<file path="config.mk">
export PLATFORM = sky130hd
export DESIGN_NAME = prio_enc_nway_disp
export DESIGN_NICKNAME = d
export VERILOG_FILES = /design/src/rtl/prio_enc_nway_disp.sv
export SDC_FILE = /design/constraint.sdc
export NUM_CORES = 1
export LEC_CHECK = 0
export BUFFER_PORTS_ARGS = -buffer_cell sky130_fd_sc_hd__buf_2
export CORE_MARGIN = 2
export CORE_UTILIZATION = 52
export CTS_CLUSTER_DIAMETER = 80
export DETAILED_ROUTE_END_ITERATION = 7
export PLACE_DENSITY = 0.74
export SLEW_MARGIN = 20
export SYNTH_ARGS = -nofsm -noshare
export SYNTH_HDL_FRONTEND = slang
export SYNTH_SLANG_ARGS = --single-unit
</file>
<file path="constraint.sdc">
create_clock -name clk -period 4.15 [get_ports clk]
set_input_delay 0.83 -clock clk [delete_from_list [all_inputs] [get_ports clk]]
set_output_delay 0.83 -clock clk [all_outputs]
set_load 0.1 [all_outputs]
</file>
<file path="src/rtl/prio_enc_nway_disp.sv">
// N-input, K-rank priority encoder: scans a snapshot of the request bank one bit per cycle,
// commits the K highest asserted inputs atomically and shows them on a multiplexed 7-segment display.
module prio_enc_nway_disp #(
   parameter int N             = 12,
   parameter int K             = 2,
   parameter int DIGITS        = 4,
   parameter int PRESCALE_BITS = 18
) (
   input  logic              clk,
   input  logic              reset,
   input  logic [N-1:0]      req,
   input  logic              hold,
   output logic [DIGITS-1:0] an,
   output logic [7:0]        sseg
);

   localparam int IW = (N > 1) ? $clog2(N) : 1;
   localparam int RW = $clog2(K + 1);
   localparam int DW = (DIGITS > 1) ? $clog2(DIGITS) : 1;
   localparam logic [IW-1:0] IDX_TOP = IW'(N - 1);
   localparam logic [RW-1:0] K_R     = RW'(K);
   localparam logic [DW-1:0] DIG_TOP = DW'(DIGITS - 1);

   typedef enum logic [1:0] {
      LOAD   = 2'd0,
      SCAN   = 2'd1,
      COMMIT = 2'd2
   } state_t;

   state_t               state_q, state_d;
   logic [N-1:0]         sync1_q, req_s_q;
   logic [N-1:0]         shadow_q, shadow_d;
   logic [IW-1:0]        idx_q, idx_d;
   logic [RW-1:0]        rank_q, rank_d;
   logic [K-1:0][3:0]    temp_q, temp_d;
   logic [K-1:0][3:0]    result_q, result_d;

   logic [PRESCALE_BITS-1:0] presc_q;
   logic [DW-1:0]            digit_q, digit_d;
   logic [DIGITS-1:0]        an_q, an_d;
   logic [7:0]               sseg_q, sseg_d;
   logic [7:0]               pos_seg [DIGITS];

   function automatic logic [6:0] hex_to_sseg(input logic [3:0] hex);
      logic [6:0] s;
      case (hex)
         4'h0: s = 7'b0000001;
         4'h1: s = 7'b1001111;
         4'h2: s = 7'b0010010;
         4'h3: s = 7'b0000110;
         4'h4: s = 7'b1001100;
         4'h5: s = 7'b0100100;
         4'h6: s = 7'b0100000;
         4'h7: s = 7'b0001111;
         4'h8: s = 7'b0000000;
         4'h9: s = 7'b0000100;
         4'ha: s = 7'b0001000;
         4'hb: s = 7'b1100000;
         4'hc: s = 7'b0110001;
         4'hd: s = 7'b1000010;
         4'he: s = 7'b0110000;
         default: s = 7'b0111000;
      endcase
      return s;
   endfunction

   // Requests are active low at the pins; invert before the two-flop synchronizer.
   always_ff @(posedge clk or posedge reset) begin
      if (reset) begin
         sync1_q <= '0;
         req_s_q <= '0;
      end else begin
         sync1_q <= ~req;
         req_s_q <= sync1_q;
      end
   end

   always_ff @(posedge clk or posedge reset) begin
      if (reset) begin
         state_q  <= LOAD;
         shadow_q <= '0;
         idx_q    <= IDX_TOP;
         rank_q   <= '0;
         temp_q   <= '0;
         result_q <= '0;
      end else begin
         state_q  <= state_d;
         shadow_q <= shadow_d;
         idx_q    <= idx_d;
         rank_q   <= rank_d;
         temp_q   <= temp_d;
         result_q <= result_d;
      end
   end

   always_comb begin
      state_d  = state_q;
      shadow_d = shadow_q;
      idx_d    = idx_q;
      rank_d   = rank_q;
      temp_d   = temp_q;
      result_d = result_q;
      case (state_q)
         LOAD: begin
            shadow_d = req_s_q;
            idx_d    = IDX_TOP;
            rank_d   = '0;
            temp_d   = '0;
            state_d  = SCAN;
         end
         SCAN: begin
            if (shadow_q[idx_q] && (rank_q < K_R)) begin
               for (int k = 0; k < K; k++) begin
                  if (rank_q == RW'(k)) temp_d[k] = 4'(idx_q) + 4'd1;
               end
               rank_d = rank_q + RW'(1);
            end
            if (idx_q == '0) state_d = COMMIT;
            else             idx_d   = idx_q - IW'(1);
         end
         COMMIT: begin
            // hold only gates the commit; the scan keeps free-running
            if (!hold) result_d = temp_q;
            state_d = LOAD;
         end
         default: state_d = LOAD;
      endcase
   end

   // Per-position glyphs: result[0] lands on the leftmost used digit.
   generate
      for (genvar gi = 0; gi < DIGITS; gi++) begin : g_pos
         if (gi < K) begin : g_used
            assign pos_seg[gi] = (result_q[K-1-gi] == 4'd0) ? 8'hFE
                                                            : {1'b1, hex_to_sseg(result_q[K-1-gi])};
         end else begin : g_blank
            assign pos_seg[gi] = 8'hFF;
         end
      end
   endgenerate

   always_comb begin
      digit_d = digit_q;
      if (&presc_q) digit_d = (digit_q == DIG_TOP) ? '0 : digit_q + DW'(1);
      an_d   = ~(DIGITS'(1) << digit_q);
      sseg_d = pos_seg[digit_q];
   end

   always_ff @(posedge clk or posedge reset) begin
      if (reset) begin
         presc_q <= '0;
         digit_q <= '0;
         an_q    <= '1;
         sseg_q  <= 8'hFF;
      end else begin
         presc_q <= presc_q + PRESCALE_BITS'(1);
         digit_q <= digit_d;
         an_q    <= an_d;
         sseg_q  <= sseg_d;
      end
   end

   assign an   = an_q;
   assign sseg = sseg_q;

endmodule

</file>
# Word level (Yosys, flattened, before mapping)
# Memories as Yosys holds them, arrays and structs flattened.
# Index checks and enable logic that the tools add are counted.
# word_totals
ff_bits,92
mem_bits_ro,224
elab_cells,69
mem_count,2
# mem_list
memory,words,word_bits,rd,rd_clocked_by_memory_dff,wr,line_no,rtl
(no name shown),16,7,1,0,0,46,case (hex)
(no name shown),16,7,1,0,0,46,
# op_classes
n_addsub,5
magnitude_cmp,3
n_eq_ne,9
shifts,1
muxes,18
bitwise_logic,4
reduce_logical,13
# ops
op,n
$mux W8,3
$add A18 B1 Y18 const B,1
$reduce_and A18 Y1,1
$bmux W8 S2,1
$pmux W8 S2,1
$mux W7,2
$logic_not A4 Y1,3
$mux W4,3
$not A12 Y12,1
$ne A2 B2 Y1 const B,5
$pmux W2 S2,2
$pmux W4 S2,1
$mux W2,3
$reduce_and A2 Y1,3
$reduce_and A3 Y1,2
$lt A4 B5 Y1 const B,1
$add A2 B1 Y2 const B,2
$add A4 B1 Y4 const B,1
$bmux W1 S4,1
$eq A2 B1 Y1 const B,2
$eq A2 B2 Y1 const B,2
$logic_not A2 Y1,2
$not A4 Y4,1
$shl A1 B2 Y4 const A,1
8 further kinds,8

# Depth between registers and ports, before layout
# Gate-level depths: netlist of the first run.
# logic_depth
depth_word,5
depth_mapped,8
ltp_nobuf,7

# Least setup slack after synthesis of the first run
# Ideal clock, no wire load.
# synth_timing
path_kind,register -> register
from,reg idx_q[0]
to,reg temp_q[0] (netlist name)
setup_time_ns,0.125
arrival_ns,1.987
setup_slack_ns,2.038
stages_incl_launch_ff,7
synth_period_minus_slack_ns,2.112
cell_sequence,dfstp_2 > buf_6 > mux4_2 > and3b_4 > a31oi_4 > o22ai_4 > mux2_4
# synth_between
elab_chain_cells,5
# synth_rtl
element,line_no,rtl
"start, declared",33,"logic [IW-1:0] idx_q, idx_d;"
"start signal, assigned",89,idx_q <= idx_d;
$bmux W1 S4,112,if (shadow_q[idx_q] && (rank_q < K_R)) begin
$mux W1 (implied by the code),112,
$logic_and A1 B1 Y1,112,
$ne A2 B2 Y1 (no source line),-,
$reduce_and A3 Y1 (no source line),-,
"end signal, assigned",91,temp_q <= temp_d;
"end, declared",35,"logic [K-1:0][3:0] temp_q, temp_d;"
# Parallel ways exist; a longest one is shown, timed or not. The select of a mux whose other input is x is not followed.
# A chain may end at the register's enable or synchronous reset.

# Worst setup path after layout of the first run
# layout_timing
from,reg idx_q[0]
to,reg temp_q[7] (netlist name)
# The elaborated chain is that of the path after synthesis.

==> summary.txt, run 1 <==
Status
  • Status: finished clean

Routing
  • DRT Pass-1 Iters: 4
  • Wire per inst: roughly 13 µm
  • Drt first-iter violations: 126
  • Routed vias: approximately 2500
  • Final routed DRC violation total: 0
  • Final WL: about 6200 µm
  • Antenna viol nets, final: 0
  • Via density: 5.20

Clocking
  • Post-CTS sizing: 0
  • CTS Root Cell: clkbuf_8
  • Worst skew pair latency: 350 ps
  • CTS sink count: between 90 and 100
  • H-tree depth: 3
  • Post-CTS setup repair buffer count: 0
  • Max Root-Sink Buffers: 2
  • CTS tree: built
  • Post-cts hold buffer count: 0
  • Worst-path clk slew: 90 ps
  • CTS buffer count: 9

Power and ir drop
  • Comb pwr share: approximately a fifth
  • Switching Share: 31.8%
  • Switching power: 0.000647 W
  • Pint: 0.00139 W
  • Maximum VDD drop: 0.270 mV
  • Clock power share: between 30% and 40%
  • Sequential share of power: 50.1%
  • LEAKAGE: 2.10 nW
  • PwrDens: roughly 450 nW/µm²

Synth
  • Post-synthesis cell area: 4150 µm²
  • Main flop type after synthesis: dfrtp_1
  • Ys Warns: 0
  • Post-synth EDFFs: 0
  • Sequential share of the synthesized area: 55.3%
  • Synth Net Count: approximately 390
  • Syn avg cell area: 11.9 µm²
  • Post-synth ARST share: 100%
  • Synthesized flop and latch total: 91
  • Distinct cell type count after synthesis: 52
  • Mapped Cells: 348

Timing
  • Final hold vios: 0
  • Max Freq: 440 MHz
  • Final Slew Violations: 0
  • Final Critical Period: 2270 ps
  • Setup repair after global routing missed its margin: no
  • Worst slew margin: between 50% and 60%
  • Final period utilization: 54.8%
  • Final setup margin: 1880 ps
  • Final hold slack: roughly 350 ps
  • Setup violators final: 0
  • Clock Skews: about 12 ps
  • Setup TNS: 0 ps
  • Tightest Pin Transition: roughly 700 ps

Die
  • I/O pin cnt: 27
  • Die Area: 8710 µm²
  • Initial core utilization: about 54%
  • Die width: between 90 and 100 µm
  • Die height: about 93 µm
  • Core Box Area: about 7700 µm²
  • Row count: 32

Layout
  • Layout cells sized above 1: 25.8%
  • Fin nets: 409
  • Antenna cells: 0
  • Filler cells: 623
  • Area grow syn2layout: 10.1%

Min path
  • Hold WC Path Type: reg -> reg
  • Hold wc startpoint: sync1_q[5]
  • Hold Path End: req_s_q[5]
  • WHS Path Cells: 0

Setup path
  • Slowest CP cell: dfstp_2
  • CP Capture Type: flip-flop
  • R2R setup slack: 1880 ps
  • CP Launch Point: idx_q[0]
  • Worst path max stage delay: 680 ps
  • Worst EP arrival: 2500 ps
  • Worst-case reg-to-reg path depth: 5
  • Cell breakdown of the critical path: mux4_2 > and3b_4 > a31oi_4 > o22ai_4 > mux2_1
  • Worst R2R End: temp_q[7]
  • Worst Setup Path Type: reg -> reg
  • Critical path fanouts, max: 10
  • CP Launch Type: flip-flop
  • Critical Path RT: 4380 ps
  • R2R Path Start: idx_q[0]

GRT
  • GRT Overall Usage: between 10% and 20%
  • Vias in the first global route: ~2400
  • Largest net degree at the start of global routing: 45
  • Total grt overflow: 0
  • Initial antenna violation count: 0
  • First-pass GRT wire length: 10800 µm

Place
  • GPL Wtd Cong: between 0.8 and 0.9
  • Final HPWL DP: 4360 µm
  • Port Buf Inserts: 25
  • Pre-CTS WS: 1720 ps

Job
  • Number of max-cap violations: 0
==> worst max-delay path: cells and delay by family, from the launching register on <==
kind               cells  cell delay [ps]
DFF                    1              680
muxes                  2              880
and+or+nand+nor        1              200
AOI/OAI and AO/OA      2              390
==> synthesized netlist by cell type, types with 2 or more instances <==
cell type,number,area share [%]
and4_1,2,0.42
o22ai_4,2,0.97
or3b_2,2,0.42
o211ai_1,5,0.90
and2_1,2,0.30
a21oi_1,7,0.84
mux2_4,6,2.2
mux2i_1,5,1.2
clkbuf_1,9,0.81
nor2b_1,2,0.30
o21ai_0,19,2.3
dfrtp_1,77,46
nand3_1,11,1.3
mux2_2,21,5.7
nor3b_1,2,0.36
nand3b_1,2,0.36
dfstp_2,14,8.9
and3_1,4,0.60
nand4_1,3,0.45
inv_1,29,2.6
buf_2,3,0.36
a211oi_1,2,0.36
nor2_1,23,2.1
nand2b_1,3,0.45
mux4_2,2,1.1
xnor2_1,13,2.7
ha_1,23,6.9
xor2_1,6,1.3
nand2_1,25,2.3
mux2_1,2,0.54
==> stage by stage <==
step	std cells	power, W	utilization [%]	instance area (µm²)
after global routing	478	0.00214	59.1	4570
after global placement	462	0.00142	56.3	4350
after floorplan	348	0.00136	-	4150
after CTS	478	0.00206	59.0	4560
after detailed placement	462	0.00143	56.3	4350
final	478	0.00203	59.1	4570
==> area by class of cell <==
class                      instances  area (µm²)  share of cell area (%)
sequential                        91        2290                    50.2
multi-input combinational        212        1680                    36.7
timing repair buffer              27         140                    3.07
clock buffer                      10         138                    3.01
tap                              102         128                    2.79
inverter                          30         114                    2.49
clock inverter                     6        76.3                    1.67
==> sequential cells by signal, summed over array words and instances, names as in the netlist <==
register	flops
presc_q	18
req_s_q	12
shadow_q	12
sync1_q	12
result_q	8
temp_q	8
sseg	7
an	4
idx_q	4
digit_q	2
rank_q	2
state_q	2
==> power by group through the flow <==
stage	sequential, W	combinational, W	clock [W]
2_1_floorplan	0.00117	0.000190	0
3_3_place_gp	0.00103	0.000385	0
3_5_place_dp	0.00104	0.000393	0
4_1_cts	0.00102	0.000394	0.000648
5_1_grt	0.00103	0.000423	0.000691
6_report	0.00102	0.000391	0.000623
==> worst max-delay path by stage <==
stage | end | slack, ps
floorplan | digit_q[0] | 980
global placement | result_q[6] | 1820
detailed placement | result_q[6] | 1720
CTS | temp_q[7] | 1850
global route | temp_q[6] | 1780
finish | temp_q[7] | 1880
==> routing by layer <==
layer,GRT usage (%),vias to the layer above,part of all wire [%]
met3,3.87,13,3.2
met1,19.5,1211,45
li1,-,1219,-
met5,0,-,0
met2,26.9,42,49
met4,7.23,0,2.3
==> layout by cell type, fill, tap and decap left out, types with 3 or more instances in the layout <==
cell type	netlist	final
a21oi_1	7	7
and3_1	4	4
buf_2	3	25
clkbuf_8	0	10
dfrtp_1	77	77
dfstp_2	14	14
ha_1	23	23
inv_1	29	28
inv_6	0	3
mux2_2	21	21
mux2_4	6	6
mux2i_1	5	5
nand2_1	25	25
nand2b_1	3	3
nand3_1	11	11
nand4_1	3	3
nor2_1	23	22
o211ai_1	5	5
o21ai_0	19	19
xnor2_1	13	13
xor2_1	6	6
==> logic make-up (layout without fill, tap and decap cells) <==
family	count (synthesis)	count (layout)	share of synthesized area, %
other	1	1	0.0904
XOR/XNOR	19	19	4.01
buffers and inverters	45	73	4.43
AO/OA/AOI/OAI	47	47	8.20
flip-flops	91	91	55.3
multiplexers	36	36	10.7
adder cells (fa/ha/maj)	23	23	6.94
AND/OR/NAND/NOR	86	86	10.3
(Power assumes the default switching activity.)
==> inputs of run 2 (changes only) <==
- clock period: 4.15 -> 2.3 ns (I/O delays scaled with it)
==> summary.txt, run 2 (synthesis results as in run 1) <==
Timing
  • Setup repair after global routing missed its margin: no (unchanged)
  • Max Freq: 476 MHz (was 440 MHz)
  • Setup violators final: 0 (unchanged)
  • Clock Skews: 10.0 ps (was 11.9 ps)
  • Worst slew margin: 63.7% (was 53.0%)
  • Final hold vios: 0 (unchanged)
  • Final Critical Period: 2100 ps (was 2270 ps)
  • Tightest Pin Transition: 545 ps (was 704 ps)
  • Final Slew Violations: 0 (unchanged)
  • Final period utilization: 91.3% (was 54.8%)
  • Setup TNS: 0 ps (unchanged)
  • Final hold slack: 226 ps (was 349 ps)
  • Final setup margin: 199 ps (was 1880 ps)

Die
  • Core Box Area: 7730 µm² (unchanged)
  • Initial core utilization: 53.7% (unchanged)
  • Row count: 32 (unchanged)
  • Die height: 93.3 µm (unchanged)
  • I/O pin cnt: 27 (unchanged)
  • Die Area: 8710 µm² (unchanged)
  • Die width: 93.3 µm (unchanged)

Place
  • Pre-CTS WS: 199 ps (was 1720 ps)
  • GPL Wtd Cong: 0.852 (was 0.849)
  • Port Buf Inserts: 25 (unchanged)
  • Final HPWL DP: 4310 µm (was 4360 µm)

Power and ir drop
  • Pint: 0.00260 W (was 0.00139 W)
  • Clock power share: 32.0% (was 30.6%)
  • Comb pwr share: 18.9% (was 19.2%)
  • Switching power: 0.00114 W (was 0.000647 W)
  • Maximum VDD drop: 0.442 mV (was 0.270 mV)
  • Switching Share: 30.5% (was 31.8%)
  • Sequential share of power: 49.1% (was 50.1%)
  • PwrDens: 810 nW/µm² (was 445 nW/µm²)
  • LEAKAGE: 2.12 nW (was 2.10 nW)

Setup path
  • Top delay family on crit path: multiplexers (unchanged)
  • Worst path max stage delay: 570 ps (was 680 ps)
  • Critical Path RT: 2540 ps (was 4380 ps)
  • Worst Setup Path Type: reg -> reg (unchanged)
  • R2R setup slack: 200 ps (was 1880 ps)
  • Worst EP arrival: 2340 ps (was 2500 ps)
  • CP Capture Type: flip-flop (unchanged)
  • Worst R2R End: temp_q[3] (was temp_q[7])
  • CP Launch Point: idx_q[0] (unchanged)
  • CP Buf/Inv Count: 0 (unchanged)
  • CP Launch Type: flip-flop (unchanged)
  • Slowest CP cell: dfstp_2 (unchanged)
  • Cell breakdown of the critical path: mux4_2 > and3b_4 > a31oi_4 > o22ai_4 > mux2_4 (was mux4_2 > and3b_4 > a31oi_4 > o22ai_4 > mux2_1)
  • R2R Path Start: idx_q[0] (unchanged)
  • Critical path fanouts, max: 5 (was 10)
  • Worst-case reg-to-reg path depth: 5 (unchanged)

GRT
  • Vias in the first global route: 2433 (was 2376)
  • GRT Overall Usage: 16.3% (was 16.0%)
  • First-pass GRT wire length: 11200 µm (was 10800 µm)
  • Total grt overflow: 0 (unchanged)
  • Initial antenna violation count: 0 (unchanged)
  • Largest net degree at the start of global routing: 92 (was 45)

Clocking
  • Worst skew pair latency: 350 ps (about the same)
  • Worst-path clk slew: 90 ps (about the same)
  • CTS sink count: 91 (unchanged)
  • H-tree depth: 3 (unchanged)
  • Max Root-Sink Buffers: 2 (unchanged)
  • CTS buffer count: 9 (unchanged)
  • Post-CTS sizing: 0 (unchanged)
  • Post-CTS setup repair buffer count: 0 (unchanged)
  • CTS Root Cell: clkbuf_8 (unchanged)
  • CTS tree: built (unchanged)
  • Post-cts hold buffer count: 0 (unchanged)

Routing
  • Final WL: 6310 µm (was 6190 µm)
  • Drt first-iter violations: 196 (was 126)
  • Routed vias: 2474 (was 2485)
  • Via density: 5.14 (was 5.20)
  • Final routed DRC violation total: 0 (unchanged)
  • Wire per inst: 13.1 µm (was 12.9 µm)
  • Antenna viol nets, final: 0 (unchanged)
  • DRT Pass-1 Iters: 4 (unchanged)

Layout
  • Antenna cells: 0 (unchanged)
  • Most common cell after layout, fill and taps aside: dfrtp_1 (unchanged)
  • Largest Register: presc_q (unchanged)
  • Area grow syn2layout: 11.1% (was 10.1%)
  • Filler cells: 606 (was 623)
  • Fin nets: 412 (was 409)
  • Layout cells sized above 1: 25.6% (was 25.8%)
  • Largest register FFs: 18 (unchanged)
  • Multi-input gate area in the final layout: 1670 µm² (was 1680 µm²)
  • Seq. cell area: 2290 µm² (unchanged)
  • Most frequent cells in the layout: 77 x dfrtp_1, 28 x inv_1, 25 x nand2_1, 25 x buf_2 (was 77 x dfrtp_1, 28 x inv_1, 25 x nand2_1, 25 x buf_2, 23 x ha_1)

Status
  • Status: finished clean (unchanged)

Job
  • Number of max-cap violations: 0 (unchanged)

Min path
  • Hold WC Path Type: in -> async (was reg -> reg)
-- run 2: tightest hold or removal path, cell delays in order --
cell and delay [ps]:
buf_2 110, clkinvlp_4 70, buf_12 370
-- run 2: per-stage QoR --
step	util, %	area [µm²]	total power (W)	instances
after floorplan	-	4150	0.00245	348
after global placement	56.7	4380	0.00256	465
after detailed placement	56.7	4380	0.00257	465
after CTS	59.7	4610	0.00377	481
after global routing	59.7	4610	0.00392	481
final	59.7	4610	0.00374	481
-- run 2: final cells by class --
cell class,instances,share of cell area (%)
clock buffers,11,3.07
flip-flops and latches,91,49.8
clock inverters,5,1.85
multi-input cells,212,36.2
well taps,102,2.77
inverters,30,2.52
repair buffers,30,3.80
-- run 2: worst max-delay path by stage --
stage	to	slack, ps	depth (start not counted)
2_1_floorplan	temp_q[0]	190	6
3_3_place_gp	temp_q[0]	230	5
3_5_place_dp	temp_q[0]	200	5
4_1_cts	temp_q[0]	190	5
5_1_grt	temp_q[6]	120	5
6_report	temp_q[3]	200	5
-- run 2: power by group through the flow --
stage / Sequential, W / Combinational (W) / Clock (W)
CTS: 0.00184 / 0.000712 / 0.00122
finish: 0.00184 / 0.000706 / 0.00119
global placement: 0.00186 / 0.000694 / 0
floorplan: 0.00211 / 0.000343 / 0
global route: 0.00186 / 0.000763 / 0.00131
detailed placement: 0.00187 / 0.000708 / 0
-- run 2: metal layers --
metal,track usage (%),up-vias,part of all wire (%)
li1,-,1226,-
met1,20.7,1187,47
met2,27.1,48,48
met3,3.79,13,3.6
met4,6.37,0,1.7
met5,0,-,0
==> inputs of run 3 (changes only) <==
- SLEW_MARGIN: 20 -> 5
- clock period: 2.3 -> 2.45 ns (I/O delays scaled with it)
==> summary.txt, run 3 (synthesis results as in run 1) <==
Status
  • Status: finished clean (unchanged)

Power and ir drop
  • Switching Share: 30.0% (was 30.5%)
  • Maximum VDD drop: 0.450 mV (was 0.442 mV)
  • Sequential share of power: 47.9% (was 49.1%)
  • Comb pwr share: 18.4% (was 18.9%)
  • Clock power share: 33.7% (was 32.0%)
  • LEAKAGE: 2.12 nW (about the same)
  • Switching power: 0.00108 W (was 0.00114 W)
  • Pint: 0.00252 W (was 0.00260 W)
  • PwrDens: 779 nW/µm² (was 810 nW/µm²)

Clocking
  • Worst-path clk slew: 90 ps (about the same)
  • CTS sink count: 91 (unchanged)
  • CTS Root Cell: clkbuf_8 (unchanged)
  • Post-cts hold buffer count: 0 (unchanged)
  • H-tree depth: 3 (unchanged)
  • Worst skew pair latency: 350 ps (about the same)
  • Post-CTS sizing: 0 (unchanged)
  • Max Root-Sink Buffers: 2 (unchanged)
  • CTS buffer count: 9 (unchanged)
  • Post-CTS setup repair buffer count: 0 (unchanged)
  • CTS tree: built (unchanged)

GRT
  • Largest net degree at the start of global routing: 92 (unchanged)
  • Vias in the first global route: 2490 (was 2433)
  • Initial antenna violation count: 0 (unchanged)
  • Total grt overflow: 0 (unchanged)
  • First-pass GRT wire length: 11300 µm (was 11200 µm)
  • GRT Overall Usage: 16.4% (was 16.3%)

Layout
  • Most frequent cells in the layout: 77 x dfrtp_1, 28 x inv_1, 25 x nand2_1, 25 x buf_2 (unchanged)
  • Area grow syn2layout: 11.3% (was 11.1%)
  • Final Util: 59.8% (was 59.7%)
  • Fin area: 4620 µm² (was 4610 µm²)
  • Largest Register: presc_q (unchanged)
  • Filler cells: 633 (was 606)
  • Antenna cells: 0 (unchanged)
  • Most common cell after layout, fill and taps aside: dfrtp_1 (unchanged)
  • Layout cells sized above 1: 25.1% (was 25.6%)
  • Fin nets: 411 (was 412)
  • Largest register FFs: 18 (unchanged)

Die
  • Core Box Area: 7730 µm² (unchanged)
  • Die width: 93.3 µm (unchanged)
  • I/O pin cnt: 27 (unchanged)
  • Row count: 32 (unchanged)
  • Die height: 93.3 µm (unchanged)
  • Initial core utilization: 53.7% (unchanged)
  • Die Area: 8710 µm² (unchanged)

Timing
  • Final setup margin: 193 ps (was 199 ps)
  • Final Slew Violations: 0 (unchanged)
  • Max Freq: 443 MHz (was 476 MHz)
  • Final period utilization: 92.1% (was 91.3%)
  • Final hold slack: 266 ps (was 226 ps)
  • Setup TNS: 0 ps (unchanged)
  • Tightest Pin Transition: 538 ps (was 545 ps)
  • Setup repair after global routing missed its margin: no (unchanged)
  • Setup violators final: 0 (unchanged)
  • Final Critical Period: 2260 ps (was 2100 ps)
  • Final hold vios: 0 (unchanged)
  • Clock Skews: 11.5 ps (was 10.0 ps)
  • Worst slew margin: 64.2% (was 63.7%)

Setup path
  • Worst R2R End: temp_q[7] (was temp_q[3])
  • Worst Setup Path Type: reg -> reg (unchanged)
  • CP Launch Type: flip-flop (unchanged)
  • CP Capture Type: flip-flop (unchanged)
  • R2R setup slack: 190 ps (was 200 ps)
  • Worst EP arrival: 2490 ps (was 2340 ps)
  • Worst-case reg-to-reg path depth: 5 (unchanged)
  • Cell breakdown of the critical path: mux4_2 > nand2b_1 > a31oi_4 > o22ai_4 > mux2_1 (was mux4_2 > and3b_4 > a31oi_4 > o22ai_4 > mux2_4)
  • Critical path fanouts, max: 10 (was 5)
  • Critical Path RT: 2690 ps (was 2540 ps)
  • Worst path max stage delay: 680 ps (was 570 ps)
  • Slowest CP cell: dfstp_2 (unchanged)
  • R2R Path Start: idx_q[0] (unchanged)

Routing
  • Final WL: 6510 µm (was 6310 µm)
  • Met2 wire length: 3090 µm (was 3010 µm)
  • Wire per inst: 13.6 µm (was 13.1 µm)
  • Final routed DRC violation total: 0 (unchanged)
  • Met3 wire length: 231 µm (was 230 µm)
  • DRT met1 WL: 3090 µm (was 2960 µm)
  • Routed vias: 2509 (was 2474)
  • Max layer used: met4 (unchanged)
  • Antenna viol nets, final: 0 (unchanged)
  • Via density: 5.23 (was 5.14)
  • DRT Pass-1 Iters: 4 (unchanged)
  • Drt first-iter violations: 134 (was 196)

Min path
  • Hold WC Path Type: in -> async (unchanged)

Place
  • Area after DPL: 4380 µm² (about the same)
  • Final HPWL DP: 4300 µm (was 4310 µm)
  • Pre-CTS WS: 240 ps (was 199 ps)
  • Port Buf Inserts: 25 (unchanged)
  • GPL Wtd Cong: 0.850 (was 0.852)

Job
  • Number of max-cap violations: 0 (unchanged)
-- run 3: changes by cell type in the layout (fill, tap and decap cells not counted) --
cell / delta
clkbuf_8: -1
clkbuf_1: +1
bufinv_16: +1
inv_6: -1
inv_8: +1
buf_4: -1
clkinvlp_4: -1
-- run 3: through the flow --
| stage | instances | total power [W] |
|---|---|---|
| 2_1_floorplan | 348 | 0.00230 |
| 4_1_cts | 480 | 0.00363 |
| 3_3_place_gp | 464 | 0.00240 |
| 3_5_place_dp | 464 | 0.00241 |
| 5_1_grt | 480 | 0.00376 |
| 6_report | 480 | 0.00360 |
-- run 3: routing by layer --
| layer | track usage [%] | up-vias |
|---|---|---|
| met3 | 3.71 | 11 |
| met5 | 0 | - |
| met4 | 6.25 | 0 |
| met1 | 21.8 | 1216 |
| li1 | - | 1223 |
| met2 | 26.6 | 59 |
-- run 3: power by group through the flow --
| stage | sequential [W] | clock [W] | combinational, W |
|---|---|---|---|
| 3_5_place_dp | 0.00175 | 0 | 0.000664 |
| 3_3_place_gp | 0.00175 | 0 | 0.000651 |
| 6_report | 0.00172 | 0.00121 | 0.000662 |
| 4_1_cts | 0.00172 | 0.00124 | 0.000666 |
| 2_1_floorplan | 0.00198 | 0 | 0.000322 |
| 5_1_grt | 0.00174 | 0.00130 | 0.000716 |
-- run 3: how the worst max path moves through the flow --
stage	startpoint	endpoint	slack (ps)	cells after the start
floorplan	idx_q[0]	temp_q[0]	340	6
global placement	idx_q[0]	temp_q[1]	270	5
detailed placement	idx_q[0]	temp_q[0]	240	5
CTS	idx_q[0]	temp_q[7]	180	5
global route	idx_q[0]	temp_q[6]	100	5
finish	idx_q[0]	temp_q[7]	190	5
-- run 3: area by class of cell --
class / count / area, µm² / share of cell area, %
sequential: 91 / 2290 / 49.7
multi-input combinational: 212 / 1670 / 36.2
timing repair buffer: 29 / 168 / 3.63
clock buffer: 11 / 131 / 2.84
tap: 102 / 128 / 2.76
inverter: 30 / 116 / 2.52
clock inverter: 5 / 110 / 2.38
-- run 3: worst max-delay path, delay by kind of cell, from the launching register on --
kind               cells  cell delay [ps]
DFF                    1              680
muxes                  2              880
and+or+nand+nor        1              190
AOI/OAI and AO/OA      2              400
